`src/rtl/delay_line_pkg.sv`:
```
// Definitions shared by the delay-line burst transmitter and the echo receiver,
// so both ends agree on the burst shape and on the receiver state encoding.
package delay_line_pkg;

    typedef enum logic [1:0] {
        IDLE  = 2'd0,
        ARMED = 2'd1,
        HIGH  = 2'd2,
        LOW   = 2'd3
    } rx_state_e;

    localparam int DEF_CLKS_PER_HALF_PERIOD = 2;
    localparam int DEF_PULSES               = 3;
    localparam int DEF_TIMEOUT_CLKS         = 1024;
    localparam int DEF_TOF_W                = $clog2(DEF_TIMEOUT_CLKS);

endpackage

```
`src/rtl/sync_edge.sv`:
```
// Multi-flop synchroniser for the asynchronous echo input, followed by one
// delay flop so that rising and falling edges can be decoded.
module sync_edge #(
    parameter int SYNC_STAGES = 2
) (
    input  logic clk,
    input  logic reset,
    input  logic din,
    output logic level,
    output logic rise,
    output logic fall
);

    logic [SYNC_STAGES-1:0] sync_q, sync_d;
    logic                   dly_q, dly_d;

    always_comb begin
        sync_d = {sync_q[SYNC_STAGES-2:0], din};
        dly_d  = sync_q[SYNC_STAGES-1];
    end

    always_ff @(posedge clk or posedge reset) begin
        if (reset) begin
            sync_q <= '0;
            dly_q  <= 1'b0;
        end else begin
            sync_q <= sync_d;
            dly_q  <= dly_d;
        end
    end

    assign level = sync_q[SYNC_STAGES-1];
    assign rise  = sync_q[SYNC_STAGES-1] & ~dly_q;
    assign fall  = ~sync_q[SYNC_STAGES-1] & dly_q;

endmodule

```
`src/rtl/pulse_rx.sv`:
```
// Echo burst receiver: arms on start, validates PULSES square pulses on the
// synchronised input and reports the time of flight, or a timeout.
module pulse_rx
    import delay_line_pkg::*;
#(
    parameter int CLKS_PER_HALF_PERIOD = DEF_CLKS_PER_HALF_PERIOD,
    parameter int PULSES               = DEF_PULSES,
    parameter int TOLERANCE            = 1,
    parameter int TIMEOUT_CLKS         = DEF_TIMEOUT_CLKS,
    parameter int SYNC_STAGES          = 2
) (
    input  logic                            clk,
    input  logic                            reset,
    input  logic                            start,
    input  logic                            in,
    output logic [$clog2(TIMEOUT_CLKS)-1:0] tof,
    output logic                            valid,
    output logic                            timeout,
    output logic                            busy
);

    localparam int TW = $clog2(TIMEOUT_CLKS);
    localparam int WW = $clog2(CLKS_PER_HALF_PERIOD + TOLERANCE + 2);
    localparam int PW = (PULSES > 1) ? $clog2(PULSES) : 1;

    localparam logic [TW-1:0] LAST_CNT   = TW'(TIMEOUT_CLKS - 1);
    localparam logic [WW-1:0] W_MIN      = WW'(CLKS_PER_HALF_PERIOD - TOLERANCE);
    localparam logic [WW-1:0] W_MAX      = WW'(CLKS_PER_HALF_PERIOD + TOLERANCE);
    localparam logic [PW-1:0] LAST_PULSE = PW'(PULSES - 1);

    rx_state_e     state_q, state_d;
    logic [TW-1:0] cnt_q, cnt_d;
    logic [TW-1:0] cand_q, cand_d;
    logic [TW-1:0] tof_q, tof_d;
    logic [WW-1:0] width_cnt_q, width_cnt_d;
    logic [PW-1:0] pulse_cnt_q, pulse_cnt_d;
    logic          valid_q, valid_d;
    logic          timeout_q, timeout_d;

    logic          level, rise, fall;
    logic          busy_w, tmo_hit, width_ok, done;
    logic [WW-1:0] len_now, len_ext;

    sync_edge #(
        .SYNC_STAGES(SYNC_STAGES)
    ) u_sync (
        .clk  (clk),
        .reset(reset),
        .din  (in),
        .level(level),
        .rise (rise),
        .fall (fall)
    );

    // width_cnt excludes the edge cycle: a completed phase spans width_cnt+1
    // cycles, a phase that is still running spans width_cnt+2 after this one.
    assign len_now  = width_cnt_q + WW'(1);
    assign len_ext  = width_cnt_q + WW'(2);
    assign width_ok = (len_now >= W_MIN) && (len_now <= W_MAX);
    assign busy_w   = (state_q != IDLE);
    assign tmo_hit  = busy_w && (cnt_q == LAST_CNT);
    assign done     = (state_q == HIGH) && fall && width_ok && (pulse_cnt_q == LAST_PULSE);

    always_comb begin
        state_d     = state_q;
        cnt_d       = busy_w ? cnt_q + TW'(1) : cnt_q;
        cand_d      = cand_q;
        tof_d       = tof_q;
        width_cnt_d = width_cnt_q;
        pulse_cnt_d = pulse_cnt_q;
        valid_d     = 1'b0;
        timeout_d   = 1'b0;

        // A finished burst is reported even when start arrives on the same edge.
        if (done && !tmo_hit) begin
            valid_d = 1'b1;
            tof_d   = cand_q;
        end

        if (start) begin
            state_d     = ARMED;
            cnt_d       = '0;
            pulse_cnt_d = '0;
            width_cnt_d = '0;
        end else if (tmo_hit) begin
            state_d   = IDLE;
            timeout_d = 1'b1;
        end else begin
            case (state_q)
                ARMED: begin
                    if (rise) begin
                        state_d     = HIGH;
                        cand_d      = cnt_q;
                        pulse_cnt_d = '0;
                        width_cnt_d = '0;
                    end
                end
                HIGH: begin
                    if (fall) begin
                        if (!width_ok) begin
                            state_d = ARMED;
                        end else if (pulse_cnt_q == LAST_PULSE) begin
                            state_d = IDLE;
                        end else begin
                            state_d     = LOW;
                            pulse_cnt_d = pulse_cnt_q + PW'(1);
                            width_cnt_d = '0;
                        end
                    end else if (level && (len_ext > W_MAX)) begin
                        state_d = ARMED;
                    end else begin
                        width_cnt_d = width_cnt_q + WW'(1);
                    end
                end
                LOW: begin
                    if (rise) begin
                        state_d     = HIGH;
                        width_cnt_d = '0;
                        // Too short a gap means this rise opens a fresh train.
                        if (len_now < W_MIN) begin
                            cand_d      = cnt_q;
                            pulse_cnt_d = '0;
                        end
                    end else if (!level && (len_ext > W_MAX)) begin
                        state_d = ARMED;
                    end else begin
                        width_cnt_d = width_cnt_q + WW'(1);
                    end
                end
                default: state_d = IDLE;
            endcase
        end
    end

    always_ff @(posedge clk or posedge reset) begin
        if (reset) begin
            state_q     <= IDLE;
            cnt_q       <= '0;
            cand_q      <= '0;
            tof_q       <= '0;
            width_cnt_q <= '0;
            pulse_cnt_q <= '0;
            valid_q     <= 1'b0;
            timeout_q   <= 1'b0;
        end else begin
            state_q     <= state_d;
            cnt_q       <= cnt_d;
            cand_q      <= cand_d;
            tof_q       <= tof_d;
            width_cnt_q <= width_cnt_d;
            pulse_cnt_q <= pulse_cnt_d;
            valid_q     <= valid_d;
            timeout_q   <= timeout_d;
        end
    end

    assign tof     = tof_q;
    assign valid   = valid_q;
    assign timeout = timeout_q;
    assign busy    = busy_w;

endmodule
```
`config.mk`:
```
export PLATFORM = sky130hd
export DESIGN_NAME = pulse_rx
export DESIGN_NICKNAME = d
export VERILOG_FILES = /design/src/rtl/delay_line_pkg.sv /design/src/rtl/sync_edge.sv /design/src/rtl/pulse_rx.sv
export SDC_FILE = /design/constraint.sdc
export NUM_CORES = 1
export LEC_CHECK = 0
export ABC_CLOCK_PERIOD_IN_PS = 2370
export BUFFER_PORTS_ARGS = -buffer_cell sky130_fd_sc_hd__buf_2
export CORE_ASPECT_RATIO = 1.2
export CORE_UTILIZATION = 58
export DETAILED_ROUTE_END_ITERATION = 16
export PLACE_DENSITY_LB_ADDON = 0.25
export SLEW_MARGIN = 0
export SYNTH_ARGS = -nofsm -noshare
export SYNTH_HDL_FRONTEND = slang
export SYNTH_SLANG_ARGS = --single-unit
```
`constraint.sdc`:
```
create_clock -name clk -period 2.37 [get_ports clk]
set_input_delay 0.474 -clock clk [delete_from_list [all_inputs] [get_ports clk]]
set_output_delay 0.474 -clock clk [all_outputs]
set_load 0.1 [all_outputs]
```
==> results of run 1 <==
==> cell type report <==
class                      count  area (um2)  share of cell area [%]
sequential                    42        1050                    44.9
multi-input combinational    122         948                    40.5
timing repair buffer          21         118                    5.02
clock buffer                   6        82.6                    3.53
clock inverter                 2        60.1                    2.57
tap                           37        46.3                    1.98
inverter                       9        33.8                    1.44
==> per-stage QoR <==
| step | cells | power [uW] | utilization (%) |
|---|---|---|---|
| finish | 239 | 1630 | 69.5 |
| global route | 239 | 1690 | 69.5 |
| CTS | 239 | 1640 | 68.8 |
| detailed placement | 231 | 952 | 64.6 |
| global placement | 231 | 944 | 64.6 |
| floorplan | 179 | 919 | - |
==> power by group <==
| part | leakage, uW | switching (uW) | internal (uW) |
|---|---|---|---|
| logic | 0.000489 | 85.6 | 65.6 |
| registers | 0.000565 | 38.1 | 753 |
| clock network | 0.0000714 | 240 | 449 |
| total | 0.00113 | 364 | 1270 |
==> sequential cells by signal, indices dropped and copies added (netlist names) <==
register       cells
pulse_cnt_q        2
state_q            2
valid              1
u_sync.dly_q       1
tof               10
cnt_q             10
timeout            1
width_cnt_q        3
u_sync.sync_q      2
cand_q            10
==> per-layer routing <==
| layer | routed length (um) | part of all wire [%] | vias up | GRT usage, % |
|---|---|---|---|---|
| met2 | 2010 | 53 | 19 | 41.7 |
| met5 | 0 | 0 | - | 0 |
| li1 | - | - | 673 | - |
| met4 | 67 | 1.8 | 0 | 9.15 |
| met1 | 1590 | 42 | 684 | 25.8 |
| met3 | 99 | 2.6 | 9 | 6.41 |
==> repair_timing <==
| action | in CTS | in global routing |
|---|---|---|
| hold buffers | 0 | 0 |
| gates resized for setup | 0 | 5 |
| endpoints found under the setup margin | 0 | 21 |
==> worst reg2reg max path, stage by stage, from the launching register on <==
cell                      delay, ns
sky130_fd_sc_hd__dfrtp_2       0.43
sky130_fd_sc_hd__inv_1         0.11
sky130_fd_sc_hd__ha_1          0.35
sky130_fd_sc_hd__o31a_1        0.30
sky130_fd_sc_hd__or3_4         0.37
sky130_fd_sc_hd__nor2_8        0.24
sky130_fd_sc_hd__mux2_4        0.33
==> cells by family (layout without fill, tap and decap cells) <==
logic type	after synthesis	in the layout	share of synthesized area [%]
compound gates	30	30	9.66
xor+xnor	10	10	4.28
fa+ha+maj	7	7	4.28
buf+inv	15	38	3.36
flops	42	42	51.4
mux	18	18	11.4
simple gates	57	57	15.7
==> cell usage in the layout, fill, tap and decap left out, types with 2 or more instances in the layout <==
master	n
sky130_fd_sc_hd__bufinv_16	2
sky130_fd_sc_hd__mux2_2	9
sky130_fd_sc_hd__ha_1	7
sky130_fd_sc_hd__nand3_1	2
sky130_fd_sc_hd__nor4_1	3
sky130_fd_sc_hd__nor3_1	2
sky130_fd_sc_hd__nand2b_1	5
sky130_fd_sc_hd__xnor2_1	3
sky130_fd_sc_hd__inv_1	9
sky130_fd_sc_hd__clkbuf_8	6
sky130_fd_sc_hd__dfrtp_1	41
sky130_fd_sc_hd__o21ai_0	9
sky130_fd_sc_hd__nor2b_1	2
sky130_fd_sc_hd__nor2_1	16
sky130_fd_sc_hd__o2111ai_1	2
sky130_fd_sc_hd__mux2_4	8
sky130_fd_sc_hd__nand4_1	2
sky130_fd_sc_hd__buf_4	5
sky130_fd_sc_hd__buf_2	16
sky130_fd_sc_hd__nand2_1	12
sky130_fd_sc_hd__nor4_2	2
sky130_fd_sc_hd__o22a_2	2
sky130_fd_sc_hd__xor2_1	7
sky130_fd_sc_hd__a21oi_1	6
sky130_fd_sc_hd__o31ai_1	4
sky130_fd_sc_hd__nor3b_2	2
sky130_fd_sc_hd__or3_1	3
==> worst max-delay path by stage <==
stage	to	depth (start not counted)	start	slack, ns
finish	cand_q[6]	6	width_cnt_q[0]	0.13
global route	cand_q[6]	6	width_cnt_q[0]	0.03
CTS	cand_q[6]	6	width_cnt_q[0]	0.09
detailed placement	cand_q[4]	6	width_cnt_q[0]	0.11
global placement	cand_q[2]	6	width_cnt_q[0]	0.18
floorplan	cand_q[0]	6	width_cnt_q[0]	0.28
==> results_dict.tcl, run 1 <==
set metrics [dict create \
    run_status "finished, final reports clean" \
    buffers_and_inverters_on_the_worst_path 1 \
    synth.cells.most_frequent "sky130_fd_sc_hd__dfrtp_1 (42), sky130_fd_sc_hd__nor2_1 (16), sky130_fd_sc_hd__nand2_1 (12)" \
    cell_area_synth_um2 2050 \
    top_flip_flop_cell_by_instance_count_after_synthesis "sky130_fd_sc_hd__dfrtp_1" \
    hpwl_um 2650 \
    netlist_top_cells_area "sky130_fd_sc_hd__dfrtp_1 (51%), sky130_fd_sc_hd__mux2_4 (5.9%), sky130_fd_sc_hd__mux2_2 (5.0%)" \
    postSynthAreaPerCell_um2 11.4 \
    synthesis.nets 190 \
    worst-slew-pin-transition_ns 0.520 \
    cells_along_the_critical_path "inv_1, ha_1, o31a_1, or3_4, nor2_8, mux2_4" \
    dp_worst_setup_slack_ns 0.111 \
    final_net_count 212 \
    grt_use_total_pct 23.1 \
    clkSlewWorstSetupHoldPaths_ns 0.07 \
    slew_viol_final 0 \
    synth_sequential_area_ratio_pct 51.4 \
    timing.rr.start "width_cnt_q[0]" \
    routedWlPerCell_um 15.7 \
    antenna_found_initial 0 \
    cts_inserted_buffers 5 \
    floorplan.core_area_um2 3370 \
    cts_tree "yes" \
    fin_worst_skew_ns 0.00656 \
    least_setup_slack_across_all_paths_after_layout_ns 0.129 \
    final_routed_wirelength_across_all_metal_layers_um 3760 \
    ant_nets 0 \
    cts.path.max_buffers 2 \
    synthArstFlopShare_pct 100 \
    fmax_ghz 0.446 \
    initialDrtViolationCount 54 \
    fin_area_um2 2340 \
    vias_per_cell 5.79 \
    cts_max_level 2 \
    placement.cell_area_um2 2170 \
    die_y_extent_um 67.1 \
    timing.critical_path.max_delay_family "simple AND/OR/NAND/NOR gates" \
    die_area_um2 3770 \
    synth_warnings 0 \
    grt_pass1_wl_um 6580 \
    gpl.final_weighted_congestion 0.853 \
    ir_drop_uv 647 \
    floorplan_die_width_um 56.2 \
    whs_path_depth 1 \
    worstSkewPairLatency_ns 0.30 \
    layout-drive-gt1-share_pct 28.7 \
    synth_largest_area_cell "sky130_fd_sc_hd__dfrtp_1" \
    num_antenna_cells 0 \
    synth_top_cell_area_share_pct 51.4 \
    std_cell_rows 23 \
    synth.ff_latch_count 42 \
    root_buffer_selected_by_cts "sky130_fd_sc_hd__clkbuf_8" \
    detailroute.via_count 1385 \
    syn_inst 179 \
    netlist-cell-type-count 41 \
    power.density_nw_per_um2 697 \
    timing.max_cap.violations 0 \
    n_fill_cell 261 \
    critPathMaxStageDelay_ns 0.43 \
    r2r-end "cand_q[6]" \
    critPathLaunchType "flop" \
    timing.slew.headroom_pct 65.3 \
    fin_crit_sh_pct 94.5 \
    grt_pass1_vias 1445 \
    critPathSlowestCell "sky130_fd_sc_hd__dfrtp_2" \
    setup.worst_path.end_class "flop" \
    setup.worst_path.class "reg2reg" \
    synth_enable_flop_cells 0 \
    grt_overflow_total 0 \
    worstPathArrival_ns 2.42 \
    timing.reg2reg.setup_slack_ns 0.13 \
    io_pins 17 \
    timing.hold.ws_ns 0.280 \
    maximum_number_of_pins_on_one_net_before_global_route_repair 43 \
    final.min_clock_period_ns 2.24 \
    starting_density_of_the_core_pct 60.8 \
    power.static_leakage_uw 0.00113 \
    setup_violations 0 \
    most_common_cell_in_the_synthesized_netlist "sky130_fd_sc_hd__dfrtp_1" \
    start_point_of_the_worst_min_delay_path "in" \
    hold-path-endpoint "u_sync.sync_q[0]" \
    finalHoldViolCount 0 \
    cts_setup_buffers 0 \
    timing.reg2reg.worst_path_depth 6 \
    holdCritPathClass "in2reg" \
    drt-pass1-iter-count 4 \
    post-route-drc-count 0 \
    syn_to_final_growth_pct 14.4 \
    clock_sink_count 42 \
    path_max_fanout 10 \
    io_buffers 16 \
    total_negative_slack_for_setup_checks_ns 0 \
    grt_setup_unrepaired "false" \
    critical_path_required_ns 2.55 \
]
(Power assumes the default switching activity.)
==> inputs of run 2 (changes only) <==
--- a/config.mk
+++ b/config.mk
@@ -10,7 +10,7 @@
 export CORE_ASPECT_RATIO = 1.2
 export CORE_UTILIZATION = 58
 export DETAILED_ROUTE_END_ITERATION = 16
-export PLACE_DENSITY_LB_ADDON = 0.25
+export PLACE_DENSITY = 0.86
 export SLEW_MARGIN = 0
 export SYNTH_ARGS = -nofsm -noshare
 export SYNTH_HDL_FRONTEND = slang
==> run 2 against run 1 <==
Net effect: critical path depth did not move; global-route usage down 0.86 points; critical endpoint is now cand_q[7]; count of clock-buffer cells in the layout shrank 1; power decreased by 13%; critical path type unchanged; sequential cell count did not move; fmax increased by 1.3%.
==> results_dict.tcl, run 2 (synthesis gave the netlist of run 1 again) <==
set metrics [dict create \
    run_status "finished, final reports clean" \
    maximum_number_of_pins_on_one_net_before_global_route_repair 30 \
    slew_viol_final 0 \
    finalPower_uw 1410 \
    clkSlewWorstSetupHoldPaths_ns 0.08 \
    cts_inserted_buffers 5 \
    std_cell_rows 23 \
    fin_crit_sh_pct 93.3 \
    holdCritPathClass "in2async" \
    syn_to_final_growth_pct 11.7 \
    critical_path_required_ns 2.56 \
    worstSkewPairLatency_ns 0.30 \
    clock_sink_count 42 \
    starting_density_of_the_core_pct 60.8 \
    setup.worst_path.end_class "flop" \
    initialDrtViolationCount 42 \
    final_net_count 211 \
    layout_commonest_cell "sky130_fd_sc_hd__dfrtp_1" \
    path_max_fanout 10 \
    fmax_ghz 0.452 \
    worst-slew-pin-transition_ns 0.560 \
    final_routed_wirelength_across_all_metal_layers_um 3720 \
    routedWlPerCell_um 15.6 \
    ant_nets 0 \
    cts_tree "yes" \
    gpl.final_weighted_congestion 0.892 \
    cts.path.max_buffers 2 \
    timing.slew.headroom_pct 62.6 \
    drt-pass1-iter-count 4 \
    grt_use_total_pct 22.3 \
    fin_worst_skew_ns 0.0115 \
    vias_per_cell 5.92 \
    floorplan_die_width_um 56.2 \
    power.density_nw_per_um2 618 \
    post-route-drc-count 0 \
    die_y_extent_um 67.1 \
    timing.max_cap.violations 0 \
    final.min_clock_period_ns 2.21 \
    worstPathArrival_ns 2.40 \
    root_buffer_selected_by_cts "sky130_fd_sc_hd__clkbuf_8" \
    cts_setup_buffers 0 \
    grt_pass1_wl_um 6280 \
    grt_overflow_total 0 \
    grt_setup_unrepaired "false" \
    antenna_found_initial 0 \
    grt_pass1_vias 1435 \
    fin_area_um2 2290 \
    num_antenna_cells 0 \
    finalHoldViolCount 0 \
    detailroute.via_count 1410 \
    die_area_um2 3770 \
    layout_common_cells "sky130_fd_sc_hd__dfrtp_1 (41), sky130_fd_sc_hd__nor2_1 (16), sky130_fd_sc_hd__buf_2 (16)" \
    layout-drive-gt1-share_pct 27.4 \
    setup_violations 0 \
    critPathLaunchType "flop" \
    placement.cell_area_um2 2180 \
    hpwl_um 2770 \
    total_negative_slack_for_setup_checks_ns 0 \
    setup.worst_path.class "reg2reg" \
    cts_max_level 2 \
    power.static_leakage_uw 0.00109 \
    ir_drop_uv 559 \
    n_fill_cell 251 \
    io_pins 17 \
    io_buffers 16 \
    floorplan.core_area_um2 3370 \
]
run 2: worst paths after layout:
kind                                  start               end  slack [ns]  cells past startpoint
min in group clk                         in  u_sync.sync_q[0]        0.28                      1
setup reg to reg             width_cnt_q[0]         cand_q[7]        0.16                      6
hold reg to reg            u_sync.sync_q[0]  u_sync.sync_q[1]        0.36                      0
hold / removal                        reset            tof[7]        0.21                      2
setup / recovery             width_cnt_q[0]         cand_q[7]        0.16                      6
max in group asynchronous             reset          cnt_q[4]        1.62                      3
run 2: what timing repair did:
action | in CTS | in global routing
endpoints found under the setup margin | 0 | 8
resized for setup | 0 | 3
hold buffers | 0 | 0
run 2: worst max-delay path: stages (launching register included):
cell and delay [ns]:
sky130_fd_sc_hd__dfrtp_2 0.46, sky130_fd_sc_hd__inv_1 0.13, sky130_fd_sc_hd__ha_1 0.29, sky130_fd_sc_hd__o31a_1 0.30
sky130_fd_sc_hd__or3_4 0.37, sky130_fd_sc_hd__nor2_8 0.22, sky130_fd_sc_hd__mux2_4 0.33
run 2: cell type report:
cell class	count	area (um2)	share of cell area [%]
flip-flops and latches	42	1050	46.0
clock buffers	5	68.8	3.01
clock inverters	3	23.8	1.04
inverters	9	33.8	1.48
multi-input cells	122	938	41.1
well taps	37	46.3	2.03
repair buffers	20	123	5.36
run 2: metal layers:
layer | global-route usage, % | part of all wire [%]
met1 | 25.4 | 41
met2 | 39.1 | 51
met4 | 12.2 | 2.4
met5 | 0 | 0
met3 | 4.66 | 4.7
run 2: stage by stage:
stage	util, %	cells	worst slack (ns)	hold slack [ns]
final	67.9	238	0.158	0.214
after global routing	67.9	238	0.0687	0.254
after CTS	67.5	238	0.0628	0.233
after detailed placement	64.7	230	0.0855	0.347
after global placement	64.7	230	0.216	0.340
after floorplan	-	179	0.279	0.331
run 2: power by group:
group | switching [uW] | internal (uW)
clock | 258 | 210
sequential | 38.1 | 753
combinational | 85.0 | 67.2
total | 381 | 1030
==> inputs of run 3 (changes only) <==
--- a/config.mk
+++ b/config.mk
@@ -5,7 +5,7 @@
 export SDC_FILE = /design/constraint.sdc
 export NUM_CORES = 1
 export LEC_CHECK = 0
-export ABC_CLOCK_PERIOD_IN_PS = 2370
+export ABC_CLOCK_PERIOD_IN_PS = 2700
 export BUFFER_PORTS_ARGS = -buffer_cell sky130_fd_sc_hd__buf_2
 export CORE_ASPECT_RATIO = 1.2
 export CORE_UTILIZATION = 58
==> constraint.sdc (replaced) <==
create_clock -name clk -period 2.7 [get_ports clk]
set_input_delay 0.54 -clock clk [delete_from_list [all_inputs] [get_ports clk]]
set_output_delay 0.54 -clock clk [all_outputs]
set_load 0.1 [all_outputs]
==> run 3 against run 2 <==
Net effect: power is essentially flat; fmax shrank 9.9%; cell area rose by 0.16%; via count down 3.5%; largest power group unchanged.
==> results_dict.tcl, run 3 (synthesis gave the netlist of run 1 again) <==
set metrics [dict create \
    finalHoldViolCount 0 \
    grt_pass1_wl_um 6210 \
    setup.worst_path.end_class "flop" \
    floorplan_die_width_um 56.2 \
    timing.critical_path.max_delay_family "simple AND/OR/NAND/NOR gates" \
    hpwl_um 2600 \
    cts_setup_buffers 0 \
    setup.worst_path.class "reg2reg" \
    final_net_count 209 \
    final_routed_wirelength_across_all_metal_layers_um 3560 \
    floorplan.core_area_um2 3370 \
    root_buffer_selected_by_cts "sky130_fd_sc_hd__clkbuf_8" \
    cts_inserted_buffers 5 \
    power.static_leakage_uw 0.00110 \
    start_point_of_the_worst_min_delay_path "in" \
    initialDrtViolationCount 47 \
    clkSlewWorstSetupHoldPaths_ns 0.08 \
    ir_drop_uv 699 \
    vias_per_cell 5.77 \
    die_area_um2 3770 \
    clock_sink_count 42 \
    num_antenna_cells 0 \
    cts_max_level 2 \
    detailroute.via_count 1361 \
    critPathLaunchType "flop" \
    post-route-drc-count 0 \
    drt-pass1-iter-count 4 \
    hold-path-endpoint "u_sync.sync_q[0]" \
    gpl.final_weighted_congestion 0.929 \
    timing.reg2reg.setup_slack_ns 0.25 \
    worst-slew-pin-transition_ns 0.626 \
    total_negative_slack_for_setup_checks_ns 0 \
    layout_common_cells "sky130_fd_sc_hd__dfrtp_1 (42), sky130_fd_sc_hd__nor2_1 (16), sky130_fd_sc_hd__buf_2 (16)" \
    setup_violations 0 \
    grt_pass1_vias 1393 \
    io_buffers 16 \
    critPathSlowestCell "sky130_fd_sc_hd__dfrtp_1" \
    worstSkewPairLatency_ns 0.30 \
    antenna_found_initial 0 \
    grt_use_total_pct 22.2 \
    timing.rr.start "width_cnt_q[0]" \
    path_max_fanout 11 \
    routedWlPerCell_um 15.1 \
    fmax_ghz 0.408 \
    critical_path_required_ns 2.89 \
    cells_along_the_critical_path "inv_1, ha_1, nor3b_1, nor4_1, nand2_1, mux2_1" \
    cts_tree "yes" \
    starting_density_of_the_core_pct 60.8 \
    worst_setup_path_startpoint "width_cnt_q[0]" \
    fin_crit_sh_pct 90.9 \
    cts.path.max_buffers 2 \
    slew_viol_final 0 \
    io_pins 17 \
    timing.max_cap.violations 0 \
    grt_overflow_total 0 \
    timing.slew.headroom_pct 57.9 \
    finalPower_uw 1410 \
    maximum_number_of_pins_on_one_net_before_global_route_repair 43 \
    ant_nets 0 \
    grt_setup_unrepaired "false" \
    critPathMaxStageDelay_ns 0.45 \
    fin_worst_skew_ns 0.00572 \
    ctsHoldBuffers 0 \
    power.density_nw_per_um2 616 \
    timing.reg2reg.worst_path_depth 6 \
    final.min_clock_period_ns 2.45 \
    r2r-end "tof[9]" \
    run_status "finished, final reports clean" \
    timing.hold.ws_ns 0.345 \
    die_y_extent_um 67.1 \
    worstPathArrival_ns 2.64 \
    layout_commonest_cell "sky130_fd_sc_hd__dfrtp_1" \
    std_cell_rows 23 \
    ctsResizeCount 0 \
    holdCritPathClass "in2reg" \
    buffers_and_inverters_on_the_worst_path 1 \
    layout-drive-gt1-share_pct 25.1 \
    syn_to_final_growth_pct 11.9 \
    whs_path_depth 1 \
]
run 3: cell count changes in the layout (fill, tap and decap cells not counted), moves of 2 or more:
cell / before / now
sky130_fd_sc_hd__bufinv_16: 0 / 2
sky130_fd_sc_hd__clkinvlp_4: 2 / 0
sky130_fd_sc_hd__nor4_1: 3 / 5
sky130_fd_sc_hd__nor4_2: 2 / 0
run 3: through the flow:
stage | utilization [%] | cell area, um2 | setup WS [ns] | std cells
6_report | 68.0 | 2290 | 0.246 | 236
5_1_grt | 68.0 | 2290 | 0.0431 | 236
4_1_cts | 68.0 | 2290 | 0.264 | 236
3_5_place_dp | 63.9 | 2150 | 0.247 | 228
3_3_place_gp | 63.9 | 2150 | 0.365 | 228
2_1_floorplan | - | 2050 | 0.609 | 179
run 3: power by group:
group	internal (uW)	total (uW)	switching, uW
logic	57.0	129	72.1
registers	661	693	31.8
clock network	370	590	219
run 3: area by class of cell:
type,instances,area [um2]
Fill cell,246,1080
Timing Repair Buffer,18,95.1
Tap cell,37,46.3
Inverter,9,33.8
Clock inverter,3,68.8
Clock buffer,5,68.8
Sequential cell,42,1050
Multi-Input combinational cell,122,926
run 3: routing by layer:
| metal | part of all wire, % | up-vias | global-route usage (%) |
|---|---|---|---|
| li1 | - | 666 | - |
| met1 | 42 | 655 | 23.8 |
| met2 | 53 | 34 | 40.5 |
| met3 | 3.8 | 6 | 6.02 |
| met4 | 1.8 | 0 | 10.7 |
| met5 | 0 | - | 0 |
run 3: worst max-delay path by stage:
stage                            to  slack [ns]  depth (start not counted)
after floorplan           cand_q[0]        0.61                          6
after global placement       tof[9]        0.36                          6
after detailed placement     tof[9]        0.25                          6
after CTS                    tof[9]        0.26                          6
after global routing         tof[9]        0.04                          6
final                        tof[9]        0.25                          6
